<file path="src/rtl/mc_ctrl_pkg.sv">
// Multicycle control encodings: FSM state codes, opcodes and aluop values.
// Pure definitions, no logic.
package mc_ctrl_pkg;

    typedef enum logic [3:0] {
        S_FETCH   = 4'd0,
        S_DECODE  = 4'd1,
        S_MEMADR  = 4'd2,
        S_MEMRD   = 4'd3,
        S_MEMWB   = 4'd4,
        S_MEMWR   = 4'd5,
        S_RTYPEEX = 4'd6,
        S_RTYPEWB = 4'd7,
        S_BEQEX   = 4'd8,
        S_ADDIEX  = 4'd9,
        S_IWB     = 4'd10,
        S_JEX     = 4'd11,
        S_ORIEX   = 4'd12,
        S_BNEEX   = 4'd13
    } state_t;

    localparam logic [5:0] OP_LW    = 6'b100011;
    localparam logic [5:0] OP_SW    = 6'b101011;
    localparam logic [5:0] OP_RTYPE = 6'b000000;
    localparam logic [5:0] OP_BEQ   = 6'b000100;
    localparam logic [5:0] OP_BNE   = 6'b000101;
    localparam logic [5:0] OP_ADDI  = 6'b001000;
    localparam logic [5:0] OP_ORI   = 6'b001101;
    localparam logic [5:0] OP_J     = 6'b000010;

    localparam logic [1:0] ALUOP_ADD   = 2'b00;
    localparam logic [1:0] ALUOP_SUB   = 2'b01;
    localparam logic [1:0] ALUOP_FUNCT = 2'b10;
    localparam logic [1:0] ALUOP_OR    = 2'b11;

endpackage

</file>
<file path="src/rtl/mc_maindec.sv">
// Multicycle main control FSM: Moore datapath controls per state, 3-5 cycles per instruction.
// Memory phases (FETCH, MEMRD, MEMWR) stall in place until memready; writes are masked during reset.
module mc_maindec
    import mc_ctrl_pkg::*;
(
    input  logic       clk,
    input  logic       reset,
    input  logic [5:0] op,
    input  logic       zero,
    input  logic       memready,
    output logic       iord,
    output logic       memwrite,
    output logic       irwrite,
    output logic       regdst,
    output logic       memtoreg,
    output logic       regwrite,
    output logic       alusrca,
    output logic [1:0] alusrcb,
    output logic       immzext,
    output logic [1:0] pcsrc,
    output logic [1:0] aluop,
    output logic       pcen,
    output logic       illegal
);

    state_t state_q, state_d;
    logic   pcwrite, beq, bne;

    always_ff @(posedge clk) begin
        if (reset) begin
            state_q <= S_FETCH;
        end else begin
            state_q <= state_d;
        end
    end

    always_comb begin
        state_d = S_FETCH;
        case (state_q)
            S_FETCH:  state_d = memready ? S_DECODE : S_FETCH;
            S_DECODE: begin
                case (op)
                    OP_LW, OP_SW: state_d = S_MEMADR;
                    OP_RTYPE:     state_d = S_RTYPEEX;
                    OP_BEQ:       state_d = S_BEQEX;
                    OP_BNE:       state_d = S_BNEEX;
                    OP_ADDI:      state_d = S_ADDIEX;
                    OP_ORI:       state_d = S_ORIEX;
                    OP_J:         state_d = S_JEX;
                    default:      state_d = S_FETCH;
                endcase
            end
            S_MEMADR:  state_d = (op == OP_SW) ? S_MEMWR : S_MEMRD;
            S_MEMRD:   state_d = memready ? S_MEMWB : S_MEMRD;
            S_MEMWR:   state_d = memready ? S_FETCH : S_MEMWR;
            S_RTYPEEX: state_d = S_RTYPEWB;
            S_ADDIEX:  state_d = S_IWB;
            S_ORIEX:   state_d = S_IWB;
            default:   state_d = S_FETCH;
        endcase
    end

    always_comb begin
        iord     = 1'b0;
        memwrite = 1'b0;
        irwrite  = 1'b0;
        regdst   = 1'b0;
        memtoreg = 1'b0;
        regwrite = 1'b0;
        alusrca  = 1'b0;
        alusrcb  = 2'b00;
        immzext  = 1'b0;
        pcsrc    = 2'b00;
        aluop    = ALUOP_ADD;
        pcwrite  = 1'b0;
        beq      = 1'b0;
        bne      = 1'b0;
        illegal  = 1'b0;
        case (state_q)
            S_FETCH: begin
                alusrcb = 2'b01;
                irwrite = memready;
                pcwrite = memready;
            end
            S_DECODE: begin
                alusrcb = 2'b11;
                case (op)
                    OP_LW, OP_SW, OP_RTYPE, OP_BEQ,
                    OP_BNE, OP_ADDI, OP_ORI, OP_J: illegal = 1'b0;
                    default:                       illegal = 1'b1;
                endcase
            end
            S_MEMADR: begin
                alusrca = 1'b1;
                alusrcb = 2'b10;
            end
            S_MEMRD: iord = 1'b1;
            S_MEMWB: begin
                memtoreg = 1'b1;
                regwrite = 1'b1;
            end
            S_MEMWR: begin
                iord     = 1'b1;
                memwrite = 1'b1;
            end
            S_RTYPEEX: begin
                alusrca = 1'b1;
                aluop   = ALUOP_FUNCT;
            end
            S_RTYPEWB: begin
                regdst   = 1'b1;
                regwrite = 1'b1;
            end
            S_BEQEX, S_BNEEX: begin
                alusrca = 1'b1;
                aluop   = ALUOP_SUB;
                pcsrc   = 2'b01;
                beq     = (state_q == S_BEQEX);
                bne     = (state_q == S_BNEEX);
            end
            S_ADDIEX: begin
                alusrca = 1'b1;
                alusrcb = 2'b10;
            end
            S_ORIEX: begin
                alusrca = 1'b1;
                alusrcb = 2'b10;
                immzext = 1'b1;
                aluop   = ALUOP_OR;
            end
            S_IWB: regwrite = 1'b1;
            S_JEX: begin
                pcsrc   = 2'b10;
                pcwrite = 1'b1;
            end
            default: ;
        endcase

        pcen = pcwrite | (beq & zero) | (bne & ~zero);

        // Reset cycle must not commit any architectural update.
        if (reset) begin
            irwrite  = 1'b0;
            pcen     = 1'b0;
            regwrite = 1'b0;
            memwrite = 1'b0;
            illegal  = 1'b0;
        end
    end

endmodule

</file>
<file path="config.mk">
export PLATFORM = sky130hd
export DESIGN_NAME = mc_maindec
export DESIGN_NICKNAME = d
export VERILOG_FILES = /design/src/rtl/mc_ctrl_pkg.sv /design/src/rtl/mc_maindec.sv
export SDC_FILE = /design/constraint.sdc
export NUM_CORES = 1
export LEC_CHECK = 0
export CAP_MARGIN = 20
export CORE_ASPECT_RATIO = 1.1
export CORE_MARGIN = 1.5
export CORE_UTILIZATION = 40
export CTS_BUF_LIST = sky130_fd_sc_hd__clkbuf_4 sky130_fd_sc_hd__clkbuf_8 sky130_fd_sc_hd__clkbuf_16
export CTS_CLUSTER_SIZE = 25
export DETAILED_ROUTE_END_ITERATION = 7
export PLACE_DENSITY_LB_ADDON = 0.25
export SETUP_SLACK_MARGIN = 0.05
export SYNTH_ARGS = -nofsm -noshare
export SYNTH_HDL_FRONTEND = slang
export SYNTH_SLANG_ARGS = --single-unit
</file>
<file path="constraint.sdc">
create_clock -name clk -period 3.8 [get_ports clk]
set_clock_uncertainty 0.05 [all_clocks]
set_input_delay 0.76 -clock clk [delete_from_list [all_inputs] [get_ports clk]]
set_output_delay 0.76 -clock clk [all_outputs]
set_load 0.02 [all_outputs]
</file>
==> results.md, run 1 <==
- Top cells by area, synth: dfxtp_1 13%, a21oi_1 6.6%, o21ai_0 5.8%
- # port buffers: 25
- Met2 wire length: about 850 um
- Max_cap viols: 0
- Wire length on met1: approximately 710 um
- Yosys reg bits: 4
- Number of flip-flops under the largest register name: 4
- Top Metal Used: met3
- RSZ-0062 raised after global routing: false
- GRT Util Overall: 21.23%
- Setup TNS: 0 ns
- Hpwl dp: 1.255 mm
- Leakage power: 0.0002880 uW
- Number of flops mapped to enable cells by yosys: 0
- Total grt overflow: 0
- Starting density of the core: 43.58%
- Met3 Routed Length: 70 um
- Die area: about 1700 um^2
- Syn Area/Cell: 6.776 um^2
- CP Class: primary input to output pin
- Unique masters post-synth: 36
- WL per Instance: 12.83 um
- Core Rows: 14
- Chip Width: between 40 and 50 um
- GP Congestion: between 0.8 and 0.9
- Fin. max-slew vios: 0
- Pin count of the biggest net entering global routing: 20
- Routed Antenna Nets: 0
- Clock H-tree levels: 1
- Comb power frac: 32.6%
- Pwr per Cell Area: 172.4 nW/um^2
- CTS tree: built
- Fin crit share: 88.65%
- Residual DRC: 0
- Utilization after layout: between 60% and 70%
- R2R Path Start: state_q[0]$_SDFF_PP0_
- Num CTS Buffers: 3
- Worst Path Required: roughly 3 ns
- Fill count: 154
- Minimum clock period: 3.369 ns
- Inserted Diodes: 0
- Switching share of total power: slightly above 30%
- Core Area: 1384 um^2
- Rel. slew slack: 57.25%
- First-pass DRT Iterations: 4
- Area delta synth->final: 41.49%
- Clk_lat worst skew: approximately 0.23 ns
- Die Height: 43.73 um
- IO Count: 26
- Area of the multi-input gates: ~460 um^2
- Sequential power share: approximately a third
- Yosys warnings: 0
- CP Capture Type: output pin
- Most common cell in the netlist: nor2_1
- Crit start category: primary input
- Final hold violation count: 0
- Clk network pwr share: 34.8%
- Drt total wl: 1.630 mm
- Net Count, Synth: a little under 100
- Vias: 741
- Wire length of the first global-routing pass: 2.649 mm
- Post-cts sizing count: 0
- Crit path DAT: 2.56 ns
- Share of the synthesized area in the top cell type: 13.28%
- Vias in the first global route: roughly 620
- Register Area: ~80 um^2
- Iteration-0 DRC Markers: 21
- Worst-path clk slew: 0.04 ns
- Status: complete, no violations
- Worst VDD drop: 0.1646 mV
- CTS root buf: clkbuf_4
- Number of nets in the layout: roughly 120
- Vias/cell: 5.835
- Internal: roughly 100 uW
- Fmax: 296.9 MHz
- Initial antenna violation count: 0
- CTS max path bufs: 2
- Synth top cells by count: 9 x nor2_1, 8 x a21oi_1, 7 x o21ai_0
- Hold Crit Class: flip-flop to flip-flop
- Biggest regs: state_q (4)
- Crit path max fanout: 8
- Reg with most FFs: state_q
- Switching pwr: 44.64 uW
- Mapped Cells: 89
- Setup Buffers After CTS: 0
- Largest area contributor in the netlist: dfxtp_1
- Register area share after synthesis: 13.28%
- Finish-stage setup viols: 0
- Layout cell share with drive strength beyond 1: 8.108%
- Hold Buf Count CTS: 0
- Post-synth top flop: dfxtp_1
- Critical Path Start: op[0]
- Mapped Area: 603.1 um^2
- Async set-reset flop share out of synthesis: 0%
- Num Clock Sinks: 4
- Hold_sp: state_q[3]$_SDFF_PP0_
- Slew @ Worst Pin: 0.6404 ns
critical path, cell delays in order:
cell             delay (ns)
clkdlybuf4s50_1        0.52
and3_1                 0.25
o21ai_0                0.21
and4_1                 0.22
clkdlybuf4s50_1        0.60
layout by cell type, fill, tap and decap left out, drive strengths merged, types with 3 or more instances in the layout:
cell type	instances
a21oi	8
a31oi	3
clkbuf	3
clkdlybuf4s50	25
dfxtp	4
inv	5
nand2	4
nand2b	5
nor2	9
nor3	8
o21ai	9
area by class of cell:
cell class / instances / share of cell area [%]
tap: 16 / 2.346
multi-input combinational: 74 / 54.11
sequential: 4 / 9.384
clock buffer: 3 / 2.639
timing repair buffer: 25 / 29.33
inverter: 5 / 2.199
power by group through the flow:
| stage | sequential [uW] | combinational [uW] | clock (uW) |
|---|---|---|---|
| 6_report | 48.0 | 48.0 | 51.1 |
| 5_1_grt | 48.4 | 52.9 | 56.8 |
| 4_1_cts | 47.8 | 48.2 | 53.0 |
| 3_5_place_dp | 48.5 | 48.0 | 0 |
| 3_3_place_gp | 48.4 | 47.2 | 0 |
| 2_1_floorplan | 44.1 | 29.0 | 0 |
final timing paths:
check	to	slack, ns	cells past startpoint
max	illegal	0.43	5
min	state_q[3]$_SDFF_PP0_	0.64	2
max reg2reg	state_q[0]$_SDFF_PP0_	2.14	4
min reg2reg	state_q[3]$_SDFF_PP0_	0.64	2
kinds of logic (layout without fill, tap and decap cells):
kind of cell           after synthesis  in the layout  synth area share (%)
buffers and inverters               11             33                 10.16
AND/OR/NAND/NOR                     39             39                 38.17
flip-flops                           4              4                 13.28
XOR/XNOR                             4              4                 5.810
AO/OA/AOI/OAI                       31             31                 32.57
per-layer routing:
metal,vias to the layer above,global-route usage [%]
li1,378,-
met5,-,0
met3,0,4.615
met1,340,26.90
met2,23,36.77
met4,0,2.069
per-stage QoR:
stage	std cells	setup WS, ns	hold slack [ns]	power, uW	area, um^2
floorplan	89	1.578	0.5007	73.19	603.1
global placement	124	0.4904	0.6156	95.63	830.8
detailed placement	124	0.4398	0.6227	96.47	830.8
CTS	127	0.4224	0.6297	148.9	853.3
global route	127	0.3337	0.6728	158.2	853.3
finish	127	0.4315	0.6389	147.1	853.3
No activity file was read; power rests on OpenSTA's default activity.
==> inputs of run 2 (changes only) <==
CORE_ASPECT_RATIO = unset   (was 1.1)
CORE_UTILIZATION = 44   (was 40)
==> results.md, run 2 (synthesis gave the netlist of run 1 again) <==
- Status: complete, no violations (unchanged)
- Sequential power share: 32.4% (was 32.6%)
- Pwr per Cell Area: 173.2 nW/um^2 (was 172.4 nW/um^2)
- Crit path DAT: 2.62 ns (was 2.56 ns)
- Num CTS Buffers: 3 (unchanged)
- Crit path max fanout: 7 (was 8)
- Internal: 102.5 uW (was 102.4 uW)
- Post-cts sizing count: 0 (unchanged)
- Pin count of the biggest net entering global routing: 20 (unchanged)
- DP Cell Count: 123 (was 124)
- Vias: 741 (unchanged)
- Final Non-Filler Cells: 126 (was 127)
- GRT Max-Usage Layer: met2 (unchanged)
- WL per Instance: 12.27 um (was 12.83 um)
- Fin crit share: 90.31% (was 88.65%)
- Routed Antenna Nets: 0 (unchanged)
- Num Clock Sinks: 4 (unchanged)
- Number of flip-flops under the largest register name: 4 (unchanged)
- Total grt overflow: 0 (unchanged)
- Reg2Reg Setup Slack: 2.16 ns (was 2.14 ns)
- Worst R2R Path Depth: 4 (unchanged)
- Switching pwr: 45.10 uW (was 44.64 uW)
- Die Height: 40.02 um (was 43.73 um)
- Worst Path Required: 2.99 ns (about the same)
- Residual DRC: 0 (unchanged)
- Biggest regs: state_q (4) (unchanged)
- Leakage power: 0.0002880 uW (unchanged)
- Worst-path clk slew: 0.04 ns (about the same)
- Grt met1 use: 29.80% (was 26.90%)
- Die area: 1602 um^2 (was 1750 um^2)
- CTS tree: built (unchanged)
- Clk_lat worst skew: 0.23 ns (about the same)
- Initial antenna violation count: 0 (unchanged)
- Drt total wl: 1.546 mm (was 1.630 mm)
- Vias in the first global route: 584 (was 624)
- First-pass DRT Iterations: 4 (unchanged)
- Hpwl dp: 1.172 mm (was 1.255 mm)
- CTS max path bufs: 2 (unchanged)
- Iteration-0 DRC Markers: 23 (was 21)
- Final hold violation count: 0 (unchanged)
- Met3 Use GR: 1.667% (was 4.615%)
- Setup Buffers After CTS: 0 (unchanged)
- Switching share of total power: 30.56% (was 30.35%)
- Total chip power: 147.6 uW (was 147.1 uW)
- Starting density of the core: 46.93% (was 43.58%)
- Minimum clock period: 3.432 ns (was 3.369 ns)
- Clock H-tree levels: 1 (unchanged)
- Hold Crit Class: flip-flop to flip-flop (unchanged)
- Core Area: 1285 um^2 (was 1384 um^2)
- CP Class: primary input to output pin (unchanged)
- Worst VDD drop: 0.1606 mV (was 0.1646 mV)
- Chip Width: 40.02 um (unchanged)
- Reg with most FFs: state_q (unchanged)
- CP Capture Type: output pin (unchanged)
- Number of nets in the layout: 123 (unchanged)
- # port buffers: 25 (unchanged)
- Grt met2 use: 38.31% (was 36.77%)
- Slew @ Worst Pin: 0.6466 ns (was 0.6404 ns)
- Core Rows: 13 (was 14)
- GP Congestion: 0.8450 (was 0.8519)
- Layout cell share with drive strength beyond 1: 8.108% (unchanged)
- Most common cell after layout, fill and taps aside: clkdlybuf4s50_1 (unchanged)
- Inserted Diodes: 0 (unchanged)
- R2R Path Start: state_q[0]$_SDFF_PP0_ (unchanged)
- R2r endpoint: state_q[1]$_SDFF_PP0_ (was state_q[0]$_SDFF_PP0_)
- Most frequent cells in the layout: 25 x clkdlybuf4s50_1, 9 x nor2_1, 8 x a21oi_1 (unchanged)
- Comb power frac: 32.8% (was 32.6%)
- Area of the multi-input gates: 461.7 um^2 (unchanged)
- Crit start category: primary input (unchanged)
- Rel. slew slack: 56.83% (was 57.25%)
- RSZ-0062 raised after global routing: false (unchanged)
- Clk network pwr share: 34.9% (was 34.8%)
- IO Count: 26 (unchanged)
- Vias/cell: 5.881 (was 5.835)
- Finish-stage setup viols: 0 (unchanged)
- Fmax: 291.4 MHz (was 296.9 MHz)
- Fin. max-slew vios: 0 (unchanged)
- Max_cap viols: 0 (unchanged)
- Setup TNS: 0 ns (unchanged)
- Register Area: 80.08 um^2 (unchanged)
- Cell depth of the worst min-delay path: 2 (unchanged)
- CTS root buf: clkbuf_4 (unchanged)
- Hold Buf Count CTS: 0 (unchanged)
- Area delta synth->final: 41.29% (was 41.49%)
- GRT Util Overall: 21.95% (was 21.23%)
- Wire length of the first global-routing pass: 2.518 mm (was 2.649 mm)
- Fill count: 123 (was 154)
- Critical Path Start: op[3] (was op[0])
- Hold_sp: state_q[3]$_SDFF_PP0_ (unchanged)
- Crit path to: illegal (unchanged)
## run 2: cell counts in the layout (fill, tap and decap cells not counted)
Identical to the previous run, type by type.
## run 2: through the flow
step / hold slack [ns] / setup WS, ns / utilization, % / area [um^2]
after floorplan: 0.5007 / 1.578 / - / 603.1
after global placement: 0.6162 / 0.4890 / 64.56 / 829.5
after detailed placement: 0.6109 / 0.3941 / 64.56 / 829.5
after CTS: 0.6162 / 0.3763 / 66.31 / 852.1
after global routing: 0.6648 / 0.2749 / 66.31 / 852.1
final: 0.6211 / 0.3681 / 66.31 / 852.1
## run 2: power by group through the flow
stage / registers, uW / clock network, uW / logic (uW)
floorplan: 44.1 / 0 / 29.0
global placement: 48.5 / 0 / 47.2
detailed placement: 48.4 / 0 / 48.0
CTS: 47.7 / 52.8 / 48.3
global route: 48.3 / 55.4 / 52.3
finish: 47.8 / 51.4 / 48.4
## run 2: area by class of cell
type / instances / area share [%]
timing repair buffer: 25 / 29.37
tap: 15 / 2.203
inverter: 5 / 2.203
clock buffer: 3 / 2.643
multi-input combinational: 74 / 54.19
sequential: 4 / 9.398
## run 2: metal layers
metal	share of wire, %	wire (um)	vias to the layer above
met5	0	0	-
met4	0	0	0
met3	3.6	56	0
met2	50	778	20
met1	46	710	345
li1	-	-	376
## run 2: worst min path at each step
stage	endpoint	slack [ns]
after floorplan	state_q[3]$_SDFF_PP0_	0.50
after global placement	state_q[3]$_SDFF_PP0_	0.62
after detailed placement	state_q[3]$_SDFF_PP0_	0.61
after CTS	state_q[3]$_SDFF_PP0_	0.62
after global routing	state_q[3]$_SDFF_PP0_	0.66
final	state_q[3]$_SDFF_PP0_	0.62
## run 2: critical path, cell delays in order
cell,delay (ns)
clkdlybuf4s50_1,0.52
nor2b_1,0.18
nor3b_1,0.30
o21ai_0,0.14
and4_1,0.19
clkdlybuf4s50_1,0.53
==> inputs of run 3 (changes only) <==
ABC_AREA = 1   (was unset)
CORE_UTILIZATION = 43   (was 44)
MAX_ROUTING_LAYER = met4   (was unset)
==> results.md, run 3 <==
- Worst-path clk slew: 0.04 ns (about the same)
- CTS tree: built (unchanged)
- Area of the multi-input gates: 411.6 um^2 (was 461.7 um^2)
- Number of flip-flops under the largest register name: 4 (unchanged)
- Slew @ Worst Pin: 0.3173 ns (was 0.6466 ns)
- Routed Antenna Nets: 0 (unchanged)
- DP Cell Count: 153 (was 123)
- GRT Util Overall: 21.15% (was 21.95%)
- WL per Instance: 9.340 um (was 12.27 um)
- Area delta synth->final: 50.43% (was 41.29%)
- Pin count of the biggest net entering global routing: 7 (was 20)
- Share of the synthesized area in the top cell type: 18.18% (was 13.28%)
- Pwr per Cell Area: 163.7 nW/um^2 (was 173.2 nW/um^2)
- CTS max path bufs: 2 (unchanged)
- Fin crit share: 83.69% (was 90.31%)
- Most frequent cells in the layout: 28 x nand2_1, 25 x clkdlybuf4s50_1, 19 x nor2_1 (was 25 x clkdlybuf4s50_1, 9 x nor2_1, 8 x a21oi_1)
- Num CTS Buffers: 3 (unchanged)
- Post-cts sizing count: 0 (unchanged)
- RSZ-0062 raised after global routing: false (unchanged)
- Crit path max fanout: 4 (was 7)
- Starting density of the core: 45.56% (was 46.93%)
- Clk_lat worst skew: 0.22 ns (was 0.23 ns)
- CP Capture Type: output pin (unchanged)
- GP Congestion: 0.7965 (was 0.8450)
- Setup TNS: 0 ns (unchanged)
- Number of nets in the layout: 153 (was 123)
- Fin. max-slew vios: 0 (unchanged)
- Wire length of the first global-routing pass: 2.318 mm (was 2.518 mm)
- Core Rows: 13 (unchanged)
- CTS root buf: clkbuf_4 (unchanged)
- Most common cell in the netlist: nand2_1 (was nor2_1)
- Final hold violation count: 0 (unchanged)
- IO Count: 26 (unchanged)
- Initial antenna violation count: 0 (unchanged)
- Leakage power: 0.0004701 uW (was 0.0002880 uW)
- Hold Buf Count CTS: 0 (unchanged)
- Async set-reset flop share out of synthesis: 0% (unchanged)
- Die Height: 39.67 um (was 40.02 um)
- Rel. slew slack: 78.77% (was 56.83%)
- Syn Area/Cell: 5.116 um^2 (was 6.776 um^2)
- Chip Width: 39.67 um (was 40.02 um)
- Setup Buffers After CTS: 0 (unchanged)
- Core Area: 1269 um^2 (was 1285 um^2)
- Inserted Diodes: 0 (unchanged)
- CP Class: primary input to output pin (unchanged)
- Yosys warnings: 0 (unchanged)
- Mapped Cells: 113 (was 89)
- Mapped Area: 578.1 um^2 (was 603.1 um^2)
- Register area share after synthesis: 13.85% (was 13.28%)
- Vias/cell: 4.833 (was 5.881)
- Worst VDD drop: 0.1556 mV (was 0.1606 mV)
- Hold Crit Class: flip-flop to flip-flop (unchanged)
- Utilization after layout: 68.54% (was 66.31%)
- Fill count: 131 (was 123)
- Iteration-0 DRC Markers: 10 (was 23)
- Net Count, Synth: 123 (was 99)
- Most common cell after layout, fill and taps aside: nand2_1 (was clkdlybuf4s50_1)
- Minimum clock period: 3.180 ns (was 3.432 ns)
- Num Clock Sinks: 4 (unchanged)
- Yosys reg bits: 4 (unchanged)
- Residual DRC: 0 (unchanged)
- Crit start category: primary input (unchanged)
- Status: complete, no violations (unchanged)
- Synth top cells by count: 28 x nand2_1, 19 x nor2_1, 18 x inv_1 (was 9 x nor2_1, 8 x a21oi_1, 7 x o21ai_0)
- Top cells by area, synth: nand2_1 18%, nand3_1 15%, dfxtp_1 14% (was dfxtp_1 13%, a21oi_1 6.6%, o21ai_0 5.8%)
- Drt total wl: 1.457 mm (was 1.546 mm)
- Fmax: 314.4 MHz (was 291.4 MHz)
- Final Non-Filler Cells: 156 (was 126)
- # port buffers: 25 (unchanged)
- Total grt overflow: 0 (unchanged)
- Worst Path Required: 2.99 ns (about the same)
- Number of flops mapped to enable cells by yosys: 0 (unchanged)
- Biggest regs: state_q (4) (unchanged)
- Post-synth top flop: dfxtp_1 (unchanged)
- Crit path DAT: 2.37 ns (was 2.62 ns)
- Unique masters post-synth: 16 (was 36)
- Register Area: 80.08 um^2 (unchanged)
- First-pass DRT Iterations: 4 (unchanged)
- Die area: 1573 um^2 (was 1602 um^2)
- Reg with most FFs: state_q (unchanged)
- Vias in the first global route: 591 (was 584)
- Hpwl dp: 1.296 mm (was 1.172 mm)
- Layout cell share with drive strength beyond 1: 12.77% (was 8.108%)
- Largest area contributor in the netlist: nand2_1 (was dfxtp_1)
- Clock H-tree levels: 1 (unchanged)
- Vias: 754 (was 741)
- Finish-stage setup viols: 0 (unchanged)
- Max_cap viols: 0 (unchanged)
[run 3: changes by cell type after synthesis, moves of 5 or more]
cell      change
nand2_1      +24
nand3_1      +16
inv_1        +14
nor2_1       +10
a21oi_1       -5
nand2b_1      -5
nor2_2        +5
nor3_1        -5
[run 3: cell families (layout without fill, tap and decap cells)]
group	after synthesis	after routing	share of synthesized area [%]
DFF	4	4	13.85
and+or+nand+nor	77	77	61.69
buffers and inverters	23	51	14.93
AOI/OAI and AO/OA	9	9	9.523
[run 3: critical path, stage by stage]
cell	delay [ns]
clkdlybuf4s50_1	0.51
nor2_1	0.09
nand3_1	0.12
nand3_1	0.09
nor3_1	0.17
clkdlybuf4s50_1	0.63
[run 3: final cells by class]
cell class	count	area share, %
multi-input cells	86	47.34
inverters	23	9.928
flip-flops and latches	4	9.209
clock buffers	3	2.590
repair buffers	25	28.78
well taps	15	2.158
[run 3: where the power goes]
group	total (uW)	switching, uW	internal, uW
logic	49.2	27.1	22.1
clock network	48.6	13.5	35.1
registers	44.6	1.17	43.4
total	142	41.8	101
[run 3: final timing paths]
check | startpoint | to | slack (ns) | cells after the start
worst min register to register | state_q[0]$_SDFF_PP0_ | state_q[3]$_SDFF_PP0_ | 0.72 | 6
worst min-delay path | state_q[0]$_SDFF_PP0_ | state_q[3]$_SDFF_PP0_ | 0.72 | 6
worst max-delay path | op[1] | illegal | 0.62 | 6
worst max register to register | state_q[1]$_SDFF_PP0_ | state_q[1]$_SDFF_PP0_ | 2.50 | 7
[run 3: layer usage]
layer	track usage [%]	vias to the layer above	routed length, um
met5	-	-	0
met4	1.724	0	0
met3	2.273	0	56
met2	39.75	20	750
met1	24.66	324	651
li1	-	410	-
[run 3: stage by stage]
stage | hold slack [ns] | cell area, um^2 | power, uW | setup slack (ns)
after floorplan | 0.6316 | 578.1 | 70.91 | 1.488
after global placement | 0.6993 | 847.1 | 93.57 | 0.6477
after detailed placement | 0.7111 | 847.1 | 94.26 | 0.6256
after CTS | 0.7164 | 869.6 | 144.1 | 0.6091
after global routing | 0.7625 | 869.6 | 155.3 | 0.4952
final | 0.7161 | 869.6 | 142.4 | 0.6198
